--- config.mk ---
export PLATFORM = sky130hd
export DESIGN_NAME = seq_dispenser
export DESIGN_NICKNAME = d
export VERILOG_FILES = /design/src/rtl/seq_pkg.sv /design/src/rtl/seq_perm_check.sv /design/src/rtl/seq_dispenser.sv
export SDC_FILE = /design/constraint.sdc
export NUM_CORES = 1
export LEC_CHECK = 0
export BUFFER_PORTS_ARGS = -buffer_cell sky130_fd_sc_hd__buf_2
export CAP_MARGIN = 15
export CORE_MARGIN = 8
export CORE_UTILIZATION = 56
export DETAILED_ROUTE_END_ITERATION = 8
export PLACE_DENSITY = 0.79
export SLEW_MARGIN = 20
export SYNTH_ARGS = -nofsm -noshare
export SYNTH_HDL_FRONTEND = slang
export SYNTH_SLANG_ARGS = --single-unit
--- constraint.sdc ---
create_clock -name clk -period 2.46 [get_ports clk]
set_input_delay 0.246 -clock clk [delete_from_list [all_inputs] [get_ports clk]]
set_output_delay 0.246 -clock clk [all_outputs]
set_load 0.02 [all_outputs]
--- src/rtl/seq_pkg.sv ---
// rtl/seq_pkg.sv - shared sequence types and helpers for the sequence generator and dispenser
package seq_pkg;
  localparam int SYM_W = 2;
  localparam int N_SYM = 4;
  localparam int SEQ_W = 8;

  typedef logic [SYM_W-1:0] sym_t;
  typedef logic [SEQ_W-1:0] seq_t;

  typedef enum logic [1:0] {
    OCC_EMPTY,
    OCC_PART,
    OCC_FULL
  } occ_t;

  // Field 0 is the first symbol dispensed and sits in the top bits.
  function automatic sym_t seq_field(input seq_t s, input logic [1:0] idx);
    seq_t t;
    t = s >> {~idx, 1'b0};
    return t[SYM_W-1:0];
  endfunction

  function automatic logic seq_is_perm(input seq_t s);
    logic [N_SYM-1:0] seen;
    seen = '0;
    for (int i = 0; i < N_SYM; i++) begin
      seen[seq_field(s, 2'(i))] = 1'b1;
    end
    return &seen;
  endfunction
endpackage

--- src/rtl/seq_perm_check.sv ---
// rtl/seq_perm_check.sv - combinational check that a packed sequence is a permutation of 0..3
module seq_perm_check
  import seq_pkg::*;
(
  input  logic [SEQ_W-1:0] seq,
  output logic             perm_ok
);
  assign perm_ok = seq_is_perm(seq);
endmodule

--- src/rtl/seq_dispenser.sv ---
// rtl/seq_dispenser.sv - buffers checked sequences and dispenses one symbol per pop
module seq_dispenser
  import seq_pkg::*;
#(
  parameter int DEPTH = 2,
  parameter int ERR_W = 8
) (
  input  logic             clk,
  input  logic             rst_n,
  input  logic [SEQ_W-1:0] seq_in,
  input  logic             seq_valid,
  output logic             seq_ready,
  output logic [SYM_W-1:0] restricted,
  input  logic             pop,
  output logic [SYM_W-1:0] sym_out,
  output logic             sym_valid,
  output logic [SYM_W-1:0] peek_sym,
  output logic             peek_valid,
  output logic             err_pulse,
  output logic [ERR_W-1:0] err_cnt
);
  localparam int CW = $clog2(DEPTH + 1);

  seq_t          slots   [DEPTH];
  seq_t          shifted [DEPTH];
  logic [CW-1:0] count_q;
  logic [1:0]    idx_q;
  occ_t          state_q, state_d;

  logic          perm_ok;
  logic          do_pop, last_pop;
  logic          accept, acc_ok, acc_bad;
  logic [CW-1:0] wr_idx;

  seq_perm_check u_check (
    .seq     (seq_in),
    .perm_ok (perm_ok)
  );

  assign sym_valid = (state_q != OCC_EMPTY);
  assign do_pop    = pop && sym_valid;
  assign last_pop  = do_pop && (idx_q == 2'd3);
  // A final pop frees slot 0 this cycle, so a full buffer can still take a sequence.
  assign seq_ready = (state_q != OCC_FULL) || last_pop;
  assign accept    = seq_valid && seq_ready;
  assign acc_ok    = accept && perm_ok;
  assign acc_bad   = accept && !perm_ok;
  assign wr_idx    = last_pop ? (count_q - CW'(1)) : count_q;

  assign sym_out    = seq_field(slots[0], idx_q);
  assign peek_sym   = (idx_q == 2'd3) ? seq_field(slots[1], 2'd0)
                                      : seq_field(slots[0], idx_q + 2'd1);
  assign peek_valid = (idx_q == 2'd3) ? (count_q >= CW'(2)) : sym_valid;

  always_comb begin
    for (int i = 0; i < DEPTH - 1; i++) begin
      shifted[i] = slots[i+1];
    end
    shifted[DEPTH-1] = '0;
  end

  always_comb begin
    state_d = state_q;
    case (state_q)
      OCC_EMPTY: if (acc_ok) state_d = OCC_PART;
      OCC_PART: begin
        if (acc_ok && !last_pop && (count_q == CW'(DEPTH - 1))) state_d = OCC_FULL;
        else if (last_pop && !acc_ok && (count_q == CW'(1))) state_d = OCC_EMPTY;
      end
      OCC_FULL: if (last_pop && !acc_ok) state_d = OCC_PART;
      default: state_d = OCC_EMPTY;
    endcase
  end

  always_ff @(posedge clk or negedge rst_n) begin
    if (!rst_n) begin
      state_q <= OCC_EMPTY;
    end else begin
      state_q <= state_d;
    end
  end

  always_ff @(posedge clk or negedge rst_n) begin
    if (!rst_n) begin
      count_q    <= '0;
      idx_q      <= '0;
      restricted <= '0;
      err_pulse  <= 1'b0;
      err_cnt    <= '0;
      for (int i = 0; i < DEPTH; i++) begin
        slots[i] <= '0;
      end
    end else begin
      case ({acc_ok, last_pop})
        2'b10:   count_q <= count_q + CW'(1);
        2'b01:   count_q <= count_q - CW'(1);
        default: count_q <= count_q;
      endcase
      if (do_pop) idx_q <= idx_q + 2'd1;
      // New sequence lands at the tail, which moves down one when slot 0 retires.
      for (int i = 0; i < DEPTH; i++) begin
        if (acc_ok && (wr_idx == CW'(i))) slots[i] <= seq_in;
        else if (last_pop) slots[i] <= shifted[i];
      end
      if (acc_ok) restricted <= seq_in[SYM_W-1:0];
      err_pulse <= acc_bad;
      if (acc_bad && (err_cnt != '1)) err_cnt <= err_cnt + ERR_W'(1);
    end
  end
endmodule
==> results of run 1 <==
-- stage by stage --
stage                     area, sq um    util  hold slack, ps  power [mW]
after global placement           2103  0.6404           330.7       2.198
final                            2183  0.6648           213.3       2.620
after global routing             2183  0.6648           207.3       2.796
after CTS                        2183  0.6648           204.2       2.634
after floorplan                  1892       -          -49.59       1.877
after detailed placement         2103  0.6404           345.9       2.286
-- worst min-delay path, cell delays in order --
cell	delay [ps]
buf_2	110
nand2_1	80
nor2_1	70
-- final timing paths --
check,startpoint,end,slack (ps),cells past startpoint
worst min-delay path,seq_valid,err_pulse,210,3
worst max register to register,idx_q[1],state_q[0],270,11
max in group asynchronous,rst_n,slots[15],1490,2
worst max-delay path,idx_q[1],peek_sym[1],130,4
worst min register to register,err_cnt[7],err_cnt[7],500,1
min in group asynchronous,rst_n,count_q[1],490,2
-- sequential cells by signal, summed over array words and instances, names as in the netlist --
signal and cells:
err_cnt 8, shifted 8, slots 8, count_q 2, idx_q 2, restricted 2
state_q 2, err_pulse 1
-- cell usage after synthesis (3+ instances only) --
cell / instances / area [sq um]
dfrtp_1: 33 / 825.8
nand2_1: 29 / 108.9
mux2_2: 12 / 135.1
inv_1: 8 / 30.03
nor2_1: 8 / 30.03
nand3_1: 7 / 35.03
a31o_2: 6 / 52.55
ha_1: 6 / 75.07
mux2i_1: 6 / 60.06
xor2_1: 6 / 52.55
and3_2: 5 / 37.54
mux4_2: 4 / 90.09
o21ai_0: 4 / 20.02
xnor2_1: 4 / 35.03
nand2b_1: 3 / 18.77
nor3_1: 3 / 15.01
-- logic make-up (layout without fill, tap and decap cells) --
family          count (synthesis)  count (layout)  share of synthesized area
xor+xnor                       10              10                    0.04629
flops                          33              33                     0.4365
mux                            22              22                     0.1508
fa+ha+maj                       6               6                    0.03968
compound gates                 23              23                    0.09722
buf+inv                        12              51                    0.03109
simple gates                   70              70                     0.1984
-- where the power goes --
| group | total (mW) | switching (mW) | internal [mW] | leakage [nW] |
|---|---|---|---|---|
| clock network | 0.350 | 0.184 | 0.166 | 0.0413 |
| registers | 0.978 | 0.209 | 0.769 | 0.413 |
| logic | 1.29 | 0.695 | 0.598 | 0.664 |
-- repair_timing --
item                      4_1_cts  5_1_grt
hold buffers                    1        0
buffers inserted                0        0
hold endpoints to repair       33        0
-- per-layer routing --
layer,wire (um),vias to the layer above,global-route usage
met1,1785,724,0.2145
met5,0,-,0
met4,87,0,0.07761
li1,-,710,-
met3,228,11,0.04582
met2,2176,56,0.2832
-- cell type report --
| cell class | count | share of cell area |
|---|---|---|
| inverter | 8 | 0.01375 |
| multi-input combinational | 131 | 0.4613 |
| tap | 46 | 0.02636 |
| clock inverter | 1 | 0.002292 |
| timing repair buffer | 35 | 0.08825 |
| sequential | 33 | 0.3782 |
| clock buffer | 7 | 0.02980 |
==> metrics.md, run 1 <==
| Metric | Value |
|---|---|
| Critical path, cell by cell | `ha_1 -> mux4_2 -> mux2_2 -> buf_2` |
| Startpoint Class | `flip-flop` |
| Ys Warns | `0` |
| CP max FO | `4` |
| Die W | `74.12 um` |
| Area Growth Syn to Fin | `15.41%` |
| Final Slew Violations | `0` |
| Max Cap Violations | `0` |
| CTS root buf | `clkbuf_4` |
| CTS Buf Count | `5` |
| Final non-filler cell total | `261` |
| Row count | `21` |
| Status | `complete, no violations` |
| Largest net degree at the start of global routing | `34` |
| Crit. End Element | `primary output` |
| Worst IR Drop VDD | `0.5279 mV` |
| Max Root-Sink Buffers | `2` |
| Die Y | `74.12 um` |
| Placed insts | `252` |
| Cells after synthesis | `176` |
| First-pass GRT wire length | `7403 um` |
| Initial antenna violation count | `0` |
| Mean Syn Cell Area | `10.75 sq um` |
| Cell Pwr Density | `1200 nW/um^2` |
| Remaining Overflow, GRT | `0` |
| Post-synth EDFFs | `0` |
| Worst-Skew Late Latency | `330 ps` |
| H-Tree Depth | `2` |
| Async set or reset register ratio after synthesis | `1.000` |
| Fin nets | `232` |
| Ys flop type | `dfrtp_1` |
| FILL cells | `263` |
| Post-Syn Area | `1892 sq um` |
| Worst Clk Skew | `6.778 ps` |
| Setup TNS | `0 ps` |
| Post-route clock period utilization | `0.9484` |
| Post-synthesis register bit count | `33` |
| Initial DRC count | `49` |
| Starting Density | `0.5760` |
| Post-synthesis sequential area ratio | `0.4365` |
| Crit path largest cell delay | `510 ps` |
| DIE AREA | `5494 sq um` |
| Layout cells sized above 1 | `0.3628` |
| # DRC | `0` |
| Post-CTS resize count | `0` |
| Crit path buf inv count | `1` |
| Antenna Nets Post-Route | `0` |
| CTS clock-pin slew for the worst setup and hold paths | `100 ps` |
| Drt total wl | `4278 um` |
| Relative slew slack | `0.5115` |
| Pleak | `1.118 nW` |
| Drt wl/cell | `16.39 um` |
| GRT Total Usage | `0.1754` |
| Critical Path AT | `2090 ps` |
| Crit path max-delay family | `multiplexers` |
| Multi-input gate area | `1007 sq um` |
| Count of cell types in the netlist | `42` |
| Final setup violation count | `0` |
| DR vias/cell | `5.751` |
| Sink Count | `33` |
| Commonest non-fill, non-tap cells in the layout | `dfrtp_1, nand2_1, buf_2, mux2_2` |
| Achievable Freq | `428.6 MHz` |
| Crit path time final | `2333 ps` |
| # port buffers | `29` |
| Place WS | `207.2 ps` |
| # IOs | `30` |
| Critical-path top delay cell | `mux4_2` |
| Total number of vias | `1501` |
| CP required | `2210 ps` |
| CTS tree | `done` |
| ANT cells | `0` |
| DP HPWL | `3292 um` |
| Sequential cell area | `825.8 sq um` |
| Syn_nets | `194` |
| DRT Pass-1 Iters | `4` |
| Core box area | `3284 sq um` |
| Crit Path Class | `flip-flop to primary output` |
| Actual slew at the worst max-slew pin | `732.8 ps` |
| Gp weighted congestion | `0.7772` |
| RSZ-0062 raised after global routing | `false` |
| Hold WC Path Type | `primary input to flip-flop` |
| Commonest non-fill, non-tap cell in the layout | `dfrtp_1` |
| Final worst setup slack | `126.9 ps` |
| Vias in the first global route | `1585` |
| Final Hold Viols | `0` |
No activity file was read; power rests on OpenSTA's default activity.
==> inputs of run 2 (changes only) <==
--- a/config.mk
+++ b/config.mk
@@ -8,9 +8,9 @@
 export BUFFER_PORTS_ARGS = -buffer_cell sky130_fd_sc_hd__buf_2
 export CAP_MARGIN = 15
 export CORE_MARGIN = 8
-export CORE_UTILIZATION = 56
+export CORE_UTILIZATION = 30
 export DETAILED_ROUTE_END_ITERATION = 8
-export PLACE_DENSITY = 0.79
+export PLACE_DENSITY = 0.48
 export SLEW_MARGIN = 20
 export SYNTH_ARGS = -nofsm -noshare
 export SYNTH_HDL_FRONTEND = slang
==> metrics.md, run 2 (synthesized netlist as in run 1, its figures left out) <==
| Metric | Value |
|---|---|
| GRT Total Usage | `0.1058 (-0.06966)` |
| WL met2 | `1878 um (-14%)` |
| Setup TNS | `0 ps (unchanged)` |
| Final core occ | `0.3595 (-0.3053)` |
| CTS root buf | `clkbuf_8` |
| Remaining Overflow, GRT | `0 (unchanged)` |
| Critical Path AT | `2010 ps (-80 ps)` |
| # DRC | `0 (unchanged)` |
| Row count | `29 (+38%)` |
| Vias in the first global route | `1450 (-8.5%)` |
| Total number of vias | `1428 (-4.9%)` |
| DIE AREA | `9103 sq um (+66%)` |
| Crit path largest cell delay | `510 ps (about the same)` |
| Pleak | `1.125 nW (+0.66%)` |
| Crit path buf inv count | `1 (unchanged)` |
| Post-CTS resize count | `0 (unchanged)` |
| Uppermost routed layer | `met4` |
| Final Hold Viols | `0 (unchanged)` |
| Commonest non-fill, non-tap cells in the layout | `dfrtp_1, nand2_1, buf_2, mux2_2` |
| Gp weighted congestion | `0.7444 (-4.2%)` |
| Initial antenna violation count | `0 (unchanged)` |
| Startpoint Class | `flip-flop` |
| Worst-Skew Late Latency | `270 ps (-60 ps)` |
| CP required | `2210 ps (about the same)` |
| Layout cells sized above 1 | `0.3628 (unchanged)` |
| CTS Buf Count | `5 (unchanged)` |
| CTS tree | `done` |
| Die W | `95.41 um (+29%)` |
| Cell Pwr Density | `1184 nW/um^2 (-1.4%)` |
| Placed Area | `2157 sq um (+2.6%)` |
| H-Tree Depth | `2 (unchanged)` |
| Met3 Routed Length | `246 um (+7.9%)` |
| Multi-input gate area | `1007 sq um (unchanged)` |
| Drt total wl | `4434 um (+3.6%)` |
| Critical-path top delay cell | `mux4_2` |
| Achievable Freq | `443.4 MHz (+3.4%)` |
| DP HPWL | `3377 um (+2.6%)` |
| CTS clock-pin slew for the worst setup and hold paths | `70 ps (-30 ps)` |
| Worst IR Drop VDD | `0.4881 mV (-7.5%)` |
| Sink Count | `33 (unchanged)` |
| Drt wl/cell | `15.18 um (-7.4%)` |
| Met1 wire length | `2267 um (+27%)` |
| Initial DRC count | `81 (+65%)` |
| Actual slew at the worst max-slew pin | `760.8 ps (+28.01 ps)` |
| Sequential cell area | `825.8 sq um (unchanged)` |
| # IOs | `30 (unchanged)` |
| Crit path time final | `2255 ps (-77.73 ps)` |
| CP max FO | `4 (unchanged)` |
| DR vias/cell | `4.890 (-15%)` |
| Crit Path Class | `flip-flop to primary output` |
| Largest net degree at the start of global routing | `34 (unchanged)` |
| Core box area | `6241 sq um (+90%)` |
| Antenna Nets Post-Route | `0 (unchanged)` |
| FILL cells | `652 (+150%)` |
| Max Cap Violations | `0 (unchanged)` |
| Post-route clock period utilization | `0.9168 (-0.03160)` |
| Final Instance Area | `2243 sq um (+2.8%)` |
| Final setup violation count | `0 (unchanged)` |
| Crit. End Element | `primary output` |
| Hold WC Path Type | `primary input to async pin` |
| Max Root-Sink Buffers | `2 (unchanged)` |
| First-pass GRT wire length | `7452 um (+0.66%)` |
| Commonest non-fill, non-tap cell in the layout | `dfrtp_1` |
| Final Slew Violations | `0 (unchanged)` |
| ANT cells | `0 (unchanged)` |
| Fin nets | `233 (+0.43%)` |
| Status | `complete, no violations` |
| Relative slew slack | `0.4928 (-0.01868)` |
| RSZ-0062 raised after global routing | `false` |
| DRT Pass-1 Iters | `5 (+1)` |
| Crit path max-delay family | `multiplexers` |
| # port buffers | `29 (unchanged)` |
| Post-CTS Setup Repair Bufs | `0 (unchanged)` |
| # hold bufs at CTS | `0 (-1)` |
| Die Y | `95.41 um (+29%)` |
| Worst Clk Skew | `3.022 ps (-3.756 ps)` |
| Area Growth Syn to Fin | `18.58%` |
| Critical path, cell by cell | `ha_1 -> mux4_2 -> mux2_2 -> buf_2` |
| Starting Density | `0.3031 (-0.2729)` |
[run 2: cell count changes in the layout (fill, tap and decap cells not counted), sizes merged]
| cell | change |
|---|---|
| buf | +2 |
| clkinv | -1 |
| dlygate4sd3 | -1 |
[run 2: path summary, 6_finish.rpt]
path / slack [ps] / end / cells after the start / from
setup reg to reg: 290 / state_q[0] / 11 / idx_q[1]
hold / removal: 40 / shifted[8] / 1 / rst_n
hold reg to reg: 480 / err_cnt[7] / 1 / err_cnt[7]
setup / recovery: 200 / peek_sym[1] / 4 / idx_q[1]
max in group asynchronous: 1930 / shifted[11] / 1 / rst_n
min in group clk: 260 / err_pulse / 3 / seq_valid
[run 2: report_power, final]
group	switching, mW	internal (mW)
Combinational	0.673	0.603
Clock	0.181	0.222
Sequential	0.205	0.771
[run 2: layer usage]
metal  global-route usage  vias to the layer above
met5                    0                        -
met4              0.03329                        0
met3              0.03386                        4
met2               0.1456                       33
met1               0.1521                      691
li1                     -                      700
[run 2: area by class of cell]
cell class | count | area share
Inverter | 8 | 0.01339
Clock buffer | 7 | 0.03848
Tap cell | 77 | 0.04294
Sequential cell | 33 | 0.3681
Multi-Input combinational cell | 131 | 0.4490
Timing Repair Buffer | 36 | 0.08812
[run 2: metrics by stage]
step	worst slack, ps	hold WS [ps]	cells	total power [mW]
final	204.7	41.22	292	2.655
after floorplan	190.3	-49.59	176	1.877
after detailed placement	264.4	381.2	285	2.282
after CTS	174.2	83.24	292	2.698
after global routing	86.44	106.8	292	2.885
after global placement	229.1	383.7	285	2.277
